===== src/rtl/result_stream_scheduler_pkg.sv =====
// Shared message codes, state encoding and sizing helper for the result
// readout path.
package result_stream_scheduler_pkg;

  localparam logic [7:0] START_DECODING_MSG      = 8'h01;
  localparam logic [7:0] MEASUREMENT_DATA_HEADER = 8'h02;
  localparam logic [7:0] RESULT_HEADER_MSG       = 8'hD0;

  localparam logic [2:0] ST_IDLE    = 3'd0;
  localparam logic [2:0] ST_HEADER  = 3'd1;
  localparam logic [2:0] ST_ITER    = 3'd2;
  localparam logic [2:0] ST_CYCLE   = 3'd3;
  localparam logic [2:0] ST_FETCH   = 3'd4;
  localparam logic [2:0] ST_CAPTURE = 3'd5;
  localparam logic [2:0] ST_DATA    = 3'd6;
  localparam logic [2:0] ST_DONE    = 3'd7;

  typedef enum logic [2:0] {
    IDLE    = ST_IDLE,
    HEADER  = ST_HEADER,
    ITER    = ST_ITER,
    CYCLE   = ST_CYCLE,
    FETCH   = ST_FETCH,
    CAPTURE = ST_CAPTURE,
    DATA    = ST_DATA,
    DONE    = ST_DONE
  } rss_state_e;

  function automatic int bytes_for_bits(input int bits);
    return (bits + 7) / 8;
  endfunction

endpackage


===== src/rtl/result_stream_scheduler_byte_shift_serializer.sv =====
// Load/shift register that hands out one round's correction vector a byte at
// a time, low byte first, with the last byte zero-padded in its MSBs.
module byte_shift_serializer
  import result_stream_scheduler_pkg::*;
#(
  parameter int WIDTH = 6
) (
  input  logic             clk,
  input  logic             reset,
  input  logic             load_i,
  input  logic             shift_i,
  input  logic [WIDTH-1:0] data_i,
  output logic [7:0]       first_byte_o,
  output logic [7:0]       next_byte_o,
  output logic             last_o
);

  localparam int BYTES = bytes_for_bits(WIDTH);
  localparam int PAD_W = BYTES * 8;
  localparam int CNT_W = (BYTES > 1) ? $clog2(BYTES) : 1;

  logic [PAD_W-1:0] padded;
  logic [PAD_W-1:0] shifted;
  logic [PAD_W-1:0] shift_q, shift_d;
  logic [CNT_W-1:0] cnt_q, cnt_d;

  always_comb begin
    padded = '0;
    padded[WIDTH-1:0] = data_i;
  end

  // The low byte of shift_q always mirrors the byte the top is presenting,
  // so the byte after a handshake is one position up.
  assign shifted      = shift_q >> 8;
  assign first_byte_o = padded[7:0];
  assign next_byte_o  = shifted[7:0];
  assign last_o       = (cnt_q == CNT_W'(BYTES - 1));

  always_comb begin
    shift_d = shift_q;
    cnt_d   = cnt_q;
    if (load_i) begin
      shift_d = padded;
      cnt_d   = '0;
    end else if (shift_i) begin
      shift_d = shifted;
      cnt_d   = cnt_q + 1'b1;
    end
  end

  always_ff @(posedge clk or negedge reset) begin
    if (!reset) begin
      shift_q <= '0;
      cnt_q   <= '0;
    end else begin
      shift_q <= shift_d;
      cnt_q   <= cnt_d;
    end
  end

endmodule


===== src/rtl/result_stream_scheduler.sv =====
// Streams the decoded result (header, iteration count, cycle count, then each
// round's corrections) out over an 8-bit valid/ready link.
module result_stream_scheduler
  import result_stream_scheduler_pkg::*;
#(
  parameter int GRID_WIDTH_X            = 3,
  parameter int GRID_WIDTH_Z            = 2,
  parameter int GRID_WIDTH_U            = 3,
  parameter int ITERATION_COUNTER_WIDTH = 8,
  localparam int PU_COUNT_PER_ROUND     = GRID_WIDTH_X * GRID_WIDTH_Z,
  localparam int U_BIT_WIDTH            = (GRID_WIDTH_U > 1) ? $clog2(GRID_WIDTH_U) : 1
) (
  input  logic                               clk,
  input  logic                               reset,
  input  logic                               start,
  input  logic [ITERATION_COUNTER_WIDTH-1:0] iteration_count,
  input  logic [31:0]                        cycle_count,
  output logic [U_BIT_WIDTH-1:0]             round_select,
  input  logic [PU_COUNT_PER_ROUND-1:0]      correction_data,
  output logic [7:0]                         output_data,
  output logic                               output_valid,
  input  logic                               output_ready,
  output logic                               busy,
  output logic                               done
);

  rss_state_e             state_q, state_d;
  logic                   valid_q, valid_d;
  logic [7:0]             data_q, data_d;
  logic [U_BIT_WIDTH-1:0] round_q, round_d;
  logic [1:0]             cyc_q, cyc_d;
  logic [7:0]             iter_q, iter_d;
  logic [31:0]            cycle_q, cycle_d;
  logic [7:0]             iter_ext;
  logic                   hs;
  logic                   ser_load, ser_shift, ser_last;
  logic [7:0]             ser_first, ser_next;

  always_comb begin
    iter_ext = '0;
    iter_ext[ITERATION_COUNTER_WIDTH-1:0] = iteration_count;
  end

  assign hs = valid_q && output_ready;

  byte_shift_serializer #(
    .WIDTH(PU_COUNT_PER_ROUND)
  ) u_serializer (
    .clk          (clk),
    .reset        (reset),
    .load_i       (ser_load),
    .shift_i      (ser_shift),
    .data_i       (correction_data),
    .first_byte_o (ser_first),
    .next_byte_o  (ser_next),
    .last_o       (ser_last)
  );

  // Output byte and valid are computed one cycle ahead so both leave flops.
  always_comb begin
    state_d   = state_q;
    valid_d   = valid_q;
    data_d    = data_q;
    round_d   = round_q;
    cyc_d     = cyc_q;
    iter_d    = iter_q;
    cycle_d   = cycle_q;
    ser_load  = 1'b0;
    ser_shift = 1'b0;
    case (state_q)
      IDLE: begin
        if (start) begin
          iter_d  = iter_ext;
          cycle_d = cycle_count;
          round_d = '0;
          valid_d = 1'b1;
          data_d  = RESULT_HEADER_MSG;
          state_d = HEADER;
        end
      end
      HEADER: begin
        if (hs) begin
          data_d  = iter_q;
          state_d = ITER;
        end
      end
      ITER: begin
        if (hs) begin
          cyc_d   = 2'd0;
          data_d  = cycle_q[31:24];
          state_d = CYCLE;
        end
      end
      CYCLE: begin
        if (hs) begin
          cyc_d = cyc_q + 2'd1;
          case (cyc_q)
            2'd0:    data_d = cycle_q[23:16];
            2'd1:    data_d = cycle_q[15:8];
            2'd2:    data_d = cycle_q[7:0];
            default: begin
              valid_d = 1'b0;
              data_d  = '0;
              round_d = '0;
              state_d = FETCH;
            end
          endcase
        end
      end
      FETCH: begin
        state_d = CAPTURE;
      end
      CAPTURE: begin
        ser_load = 1'b1;
        valid_d  = 1'b1;
        data_d   = ser_first;
        state_d  = DATA;
      end
      DATA: begin
        if (hs) begin
          if (ser_last) begin
            valid_d = 1'b0;
            data_d  = '0;
            if (round_q == U_BIT_WIDTH'(GRID_WIDTH_U - 1)) begin
              round_d = '0;
              state_d = DONE;
            end else begin
              round_d = round_q + 1'b1;
              state_d = FETCH;
            end
          end else begin
            ser_shift = 1'b1;
            data_d    = ser_next;
          end
        end
      end
      DONE: begin
        state_d = IDLE;
      end
      default: begin
        state_d = IDLE;
        valid_d = 1'b0;
        data_d  = '0;
        round_d = '0;
      end
    endcase
  end

  always_ff @(posedge clk or negedge reset) begin
    if (!reset) begin
      state_q <= IDLE;
      valid_q <= 1'b0;
      data_q  <= '0;
      round_q <= '0;
      cyc_q   <= '0;
      iter_q  <= '0;
      cycle_q <= '0;
    end else begin
      state_q <= state_d;
      valid_q <= valid_d;
      data_q  <= data_d;
      round_q <= round_d;
      cyc_q   <= cyc_d;
      iter_q  <= iter_d;
      cycle_q <= cycle_d;
    end
  end

  assign output_valid = valid_q;
  assign output_data  = data_q;
  assign round_select = round_q;
  assign busy         = (state_q != IDLE);
  assign done         = (state_q == DONE);

endmodule


===== config.mk =====
export PLATFORM = sky130hd
export DESIGN_NAME = result_stream_scheduler
export DESIGN_NICKNAME = d
export VERILOG_FILES = /design/src/rtl/result_stream_scheduler_pkg.sv /design/src/rtl/result_stream_scheduler_byte_shift_serializer.sv /design/src/rtl/result_stream_scheduler.sv
export SDC_FILE = /design/constraint.sdc
export NUM_CORES = 1
export LEC_CHECK = 0
export ABC_AREA = 1
export CAP_MARGIN = 10
export CORE_MARGIN = 8
export CORE_UTILIZATION = 50
export DETAILED_ROUTE_END_ITERATION = 7
export GPL_TIMING_DRIVEN = 0
export PLACE_DENSITY = 0.77
export SLEW_MARGIN = 20
export SYNTH_ARGS = -nofsm -noshare
export SYNTH_HDL_FRONTEND = slang
export SYNTH_SLANG_ARGS = --single-unit

===== constraint.sdc =====
create_clock -name clk -period 1.9 [get_ports clk]
set_clock_uncertainty 0.05 [all_clocks]
set_input_delay 0.19 -clock clk [delete_from_list [all_inputs] [get_ports clk]]
set_output_delay 0.19 -clock clk [all_outputs]
set_load 0.03 [all_outputs]

Yosys cells after proc, flatten, opt, wreduce, memory -nomap -nowiden
Index checks and enable logic that the tools add are counted.

Logic and storage cells: 82. Output and inout port bits: 13. Register bits: 57. Input bits: 50.

Muxes and demuxes: 38. Reduce and logical (&&, ||, !) cells: 16. Eq/ne operators: 17. $add $sub $neg: 3.

Operators with widths (count): 8-bit one-hot mux with 6 select lines (1); 8-bit two-way mux (5); 3-bit one-hot mux with 8 select lines (1); 8-bit one-hot mux with 3 select lines (1); 3-bit two-way mux (7); 2-bit two-way mux (9); 6-bit AND reduction (3); 2-bit inequality test (second input constant) (7); 3-bit == test (second input constant) (4); 1-bit two-way mux (11); 7-bit AND reduction (1); 3-bit by 2-bit == test with 1-bit output (second input constant) (2); 2-bit one-hot mux with 3 select lines (1); 3-bit nonzero test (2); 6-bit nonzero test (1); 2-bit by 1-bit adder with 2-bit output (second input constant) (2); 2-bit == test (second input constant) (2); 1-bit one-hot mux with 4 select lines (1); 2-bit one-hot mux with 2 select lines (1); 2-bit nonzero test (2); 4-bit nonzero test (1); 3-bit by 1-bit == test with 1-bit output (second input constant) (1); 3-bit zero test (1); 3-bit AND reduction (1); 6 further kinds (6).

Longest topological paths before layout
Depth in word-level cells: 5. Gate-level depth with buffers: 10.

Modules after synthesis
A second synthesis with hierarchy kept.

Cells, all modules: 385. Area, all modules: 3191.8 um2.

Modules (own cells, without submodules): result_stream_scheduler (cells an instance 361, times used 1, area each 3017.9 um2); byte_shift_serializer (cells an instance 24, times used 1, area each 173.9 um2).

Worst setup path before layout
No wires, ideal clock.

Path kind: reg-to-reg. Start point: reg state_q[0]. End point: reg cycle_q[6]. Path buffers: 2. Path slack: 0.380 ns. Cell stages (with the launch flop): 9. Required time: 1.733 ns. Period minus slack after synthesis: 1.520 ns. Library setup time: 0.117 ns. Arrival time: 1.353 ns. Cells stage by stage: dfrtp_1 -> buf_6 -> nor2_1 -> nand2_1 -> inv_1 -> nand2_1 -> buf_2 -> nand2_1 -> nand2_1.

Longest elaborated chain between the ends: 2.

Ends and longest elaborated chain: from (decl) (RTL line result_stream_scheduler.sv:27) `rss_state_e state_q, state_d;`; from (signal assigned) (RTL line result_stream_scheduler.sv:159) `state_q <= state_d;`; 3-bit zero test (RTL line result_stream_scheduler.sv:70) `case (state_q)`; 2-bit AND reduction (no line); to (signal assigned) (RTL line result_stream_scheduler.sv:165) `cycle_q <= cycle_d;`; to (decl) (RTL line result_stream_scheduler.sv:33) `logic [31:0] cycle_q, cycle_d;`.

No other way between the ends. A chain may end at the register's enable or synchronous reset.

Final worst setup path
Start point: reg state_q[2]. End point: out busy.

Longest elaborated chain between the ends: 1.

Ends and longest elaborated chain: 3-bit nonzero test (RTL line result_stream_scheduler.sv:172) `assign busy = (state_q != IDLE);`; to (decl) (RTL line result_stream_scheduler.sv:23) `output logic busy,`.

No other way between the ends.

==> out/qor.yml <==
critical_path:
  required_ns: 1.66
  r2r-end: "cycle_q[28]"
  crit_start: "state_q[2]"
  r2r_cells: 7
  r2r_slack_ns: 0.22
  cp_max_fo: 9
  rr_startpoint: "state_q[2]"
  arrival_ns: 1.57
  critPathCapture: "busy"
  crit_type: "register to output port"
  cp-start-kind: "register"
  crit_path_end_kind: "output port"
logic_synthesis:
  synth.area.mux_share: 0
  synth_area_per_cell_sq_um: 7.36
  yosysMostFrequentCell: "nand2_1"
  yosys-top-cells-area: "dfrtp_1, nand2_1, nand3_1"
  synthXorXnorAreaFrac: 0
  syn-num-nets: 444
  synth.top_cell.area_share: 0.497
  synth_cell_types: 19
  synth_area_leader_cell: "dfrtp_1"
  synth_edf_count: 0
  synth_ff_type: "dfrtp_1"
  seq_area_frac_synth: 0.497
  synth_area_sq_um: 2870
  ys_warn_count: 0
  synth.top_cells.by_count: "nand2_1, dfrtp_1, nand3_1"
  synth_seq_cells: 57
  synthAdderAreaFrac: 0.0174
  syn-instance-count: 390
  async_flop_share: 1.00
  synthSimpleGateAreaFrac: 0.403
  synth_top_family_by_area: "simple AND/OR/NAND/NOR gates"
  synth-compound-area-share: 0.0227
grt:
  antenna_found_initial: 0
  grtUsageMet3: 0.0505
  grt_start_max_net_pins: 58
  met1_usage: 0.225
  grt_usage: 0.185
  grt-busiest-layer: "met2"
  first_global_vias: 2838
  grt_pass1_wl_um: 12800
  gr-total-overflow: 0
  use_met2: 0.304
run:
  maxCapViolCount: 0
clocking:
  cts.sinks: 57
  postCtsSetupBuffers: 0
  clk_pin_slew_ns: 0.06
  cts_max_level: 3
  insertion_delay_ns: 0.33
  cts_made_buffers: 9
  cts-root-buf: "clkbuf_8"
  clockBufferDepth: 2
  cts_tree: "yes"
sta:
  hold_slack_ns: 0.356
  setup_viol: 0
  finalCriticalPeriod_ns: 1.81
  hold_viol: 0
  max_freq_mhz: 551
  worst_pin_slew_ns: 0.718
  maxSlewViolCount: 0
  max-slew-margin-rel: 0.521
  grt_setup_unrepaired: "no"
  fin_crit_sh: 0.955
outcome:
  status: "complete, no violations"
detailed_routing:
  first_pass_iters: 4
  wl_per_cell_um: 13.7
  drc: 0
  postRouteAntennaNets: 0
  drtIter0Drc: 134
  wirelength_um: 7370
  routed-via-count: 2728
  avgViaCountPerCell: 5.06
finish:
  syn_to_final_growth_pct: 31.4
  fillers: 495
  multi_input_area_sq_um: 1270
  nNetsFinal: 517
  seq_area_sq_um: 1430
  post_route_cells_drive_above_1_share: 0.0642
  diodes: 0
floorplan:
  top_level_ports: 63
  dieArea_sq_um: 8420
  core_region_area_sq_um: 5540
  initial_core_util: 0.518
  dieHeight_um: 91.8
  rows: 27
  die_w_um: 91.8
placed_design:
  dp_hpwl_um: 5490
  port_buffers: 61
  routabilityCongestion: 0.834
hold_path:
  holdPathStages: 3
  hold_path_class: "primary input to register"
power_and_ir_drop:
  leakagePower_nw: 1.97
  irDropWorstVdd_v: 0.000790
  p_per_area_nw_per_um2: 1590
  power_mw: 5.98
power breakdown:
group          total, mW  internal (mW)  switching (mW)
combinational       2.76          0.971            1.79
clock               1.12          0.665           0.457
sequential          2.10           1.77           0.330
kinds of logic (layout without fill, tap and decap cells):
kind of cell / Yosys count / after routing
and+or+nand+nor: 276 / 276
DFF: 57 / 57
buffers and inverters: 40 / 117
AOI/OAI and AO/OA: 13 / 13
adders and majority gates: 4 / 4
final cells by class:
type / count / area share
Buffer: 18 / 0.0236
Clock buffer: 12 / 0.0412
Clock inverter: 3 / 0.0106
Inverter: 22 / 0.0219
Multi-Input combinational cell: 293 / 0.337
Sequential cell: 57 / 0.378
Tap cell: 72 / 0.0239
Timing Repair Buffer: 62 / 0.163
metal layers:
metal  wire [um]  vias up
li1            -     1381
met1        3260     1249
met2        3550       87
met3         438       11
met4         120        0
met5           0        -
cell usage in the layout, fill, tap and decap left out:
cell	netlist	routed
clkbuf_8	0	11
nor2_2	1	1
nor2_4	1	1
buf_6	1	1
bufinv_16	0	1
nand4_1	8	8
nor3_1	1	1
nand2_1	190	190
inv_2	2	2
clkinv_2	0	2
nand3_4	1	1
a21oi_1	2	2
dfrtp_1	57	57
buf_4	1	2
dlygate4sd2_1	0	2
inv_1	20	20
nor2_1	16	16
buf_2	8	8
nand3b_1	1	1
ha_1	4	4
clkdlybuf4s50_1	0	58
dlygate4sd3_1	0	1
clkbuf_1	8	9
o21ai_0	11	11
nand3_1	57	57
metrics by stage:
stage / cell area, sq um / std cells / setup TNS [ns] / utilization / setup WS [ns]
after detailed placement: 3570 / 523 / 0 / 0.644 / 0.163
after global placement: 3570 / 523 / -63.60 / 0.644 / -1.12
after global routing: 3770 / 539 / 0 / 0.680 / 0.0347
final: 3770 / 539 / 0 / 0.680 / 0.0864
after floorplan: 2870 / 390 / 0 / - / 0.380
after CTS: 3770 / 539 / 0 / 0.680 / 0.0916
what timing repair did:
action / 4_1_cts / 5_1_grt
gates resized for setup: 2 / 0
endpoints found under the setup margin: 2 / 0
hold endpoints to repair: 57 / 0
hold buffers: 1 / 0
sequential cells by signal, indices dropped and copies added (netlist names):
name,count
cyc_q,2
cycle_q,32
iter_q,8
output_data,8
output_valid,1
round_select,2
state_q,3
u_serializer.cnt_q,1
worst max-delay path: stages, from the launching register on:
cell,delay (ns)
dfrtp_1,0.47
inv_2,0.15
nand2_1,0.19
dlygate4sd2_1,0.42
worst min path at each step:
| stage | start | to | slack [ns] |
|---|---|---|---|
| 2_1_floorplan | reset | cyc_q[0] | -0.16 |
| 3_3_place_gp | cycle_q[8] | cycle_q[8] | 0.40 |
| 3_5_place_dp | reset | round_select[1] | 0.24 |
| 4_1_cts | cycle_count[20] | cycle_q[20] | 0.36 |
| 5_1_grt | cycle_count[2] | cycle_q[2] | 0.37 |
| 6_report | cycle_count[20] | cycle_q[20] | 0.36 |
(Power assumes the default switching activity.)
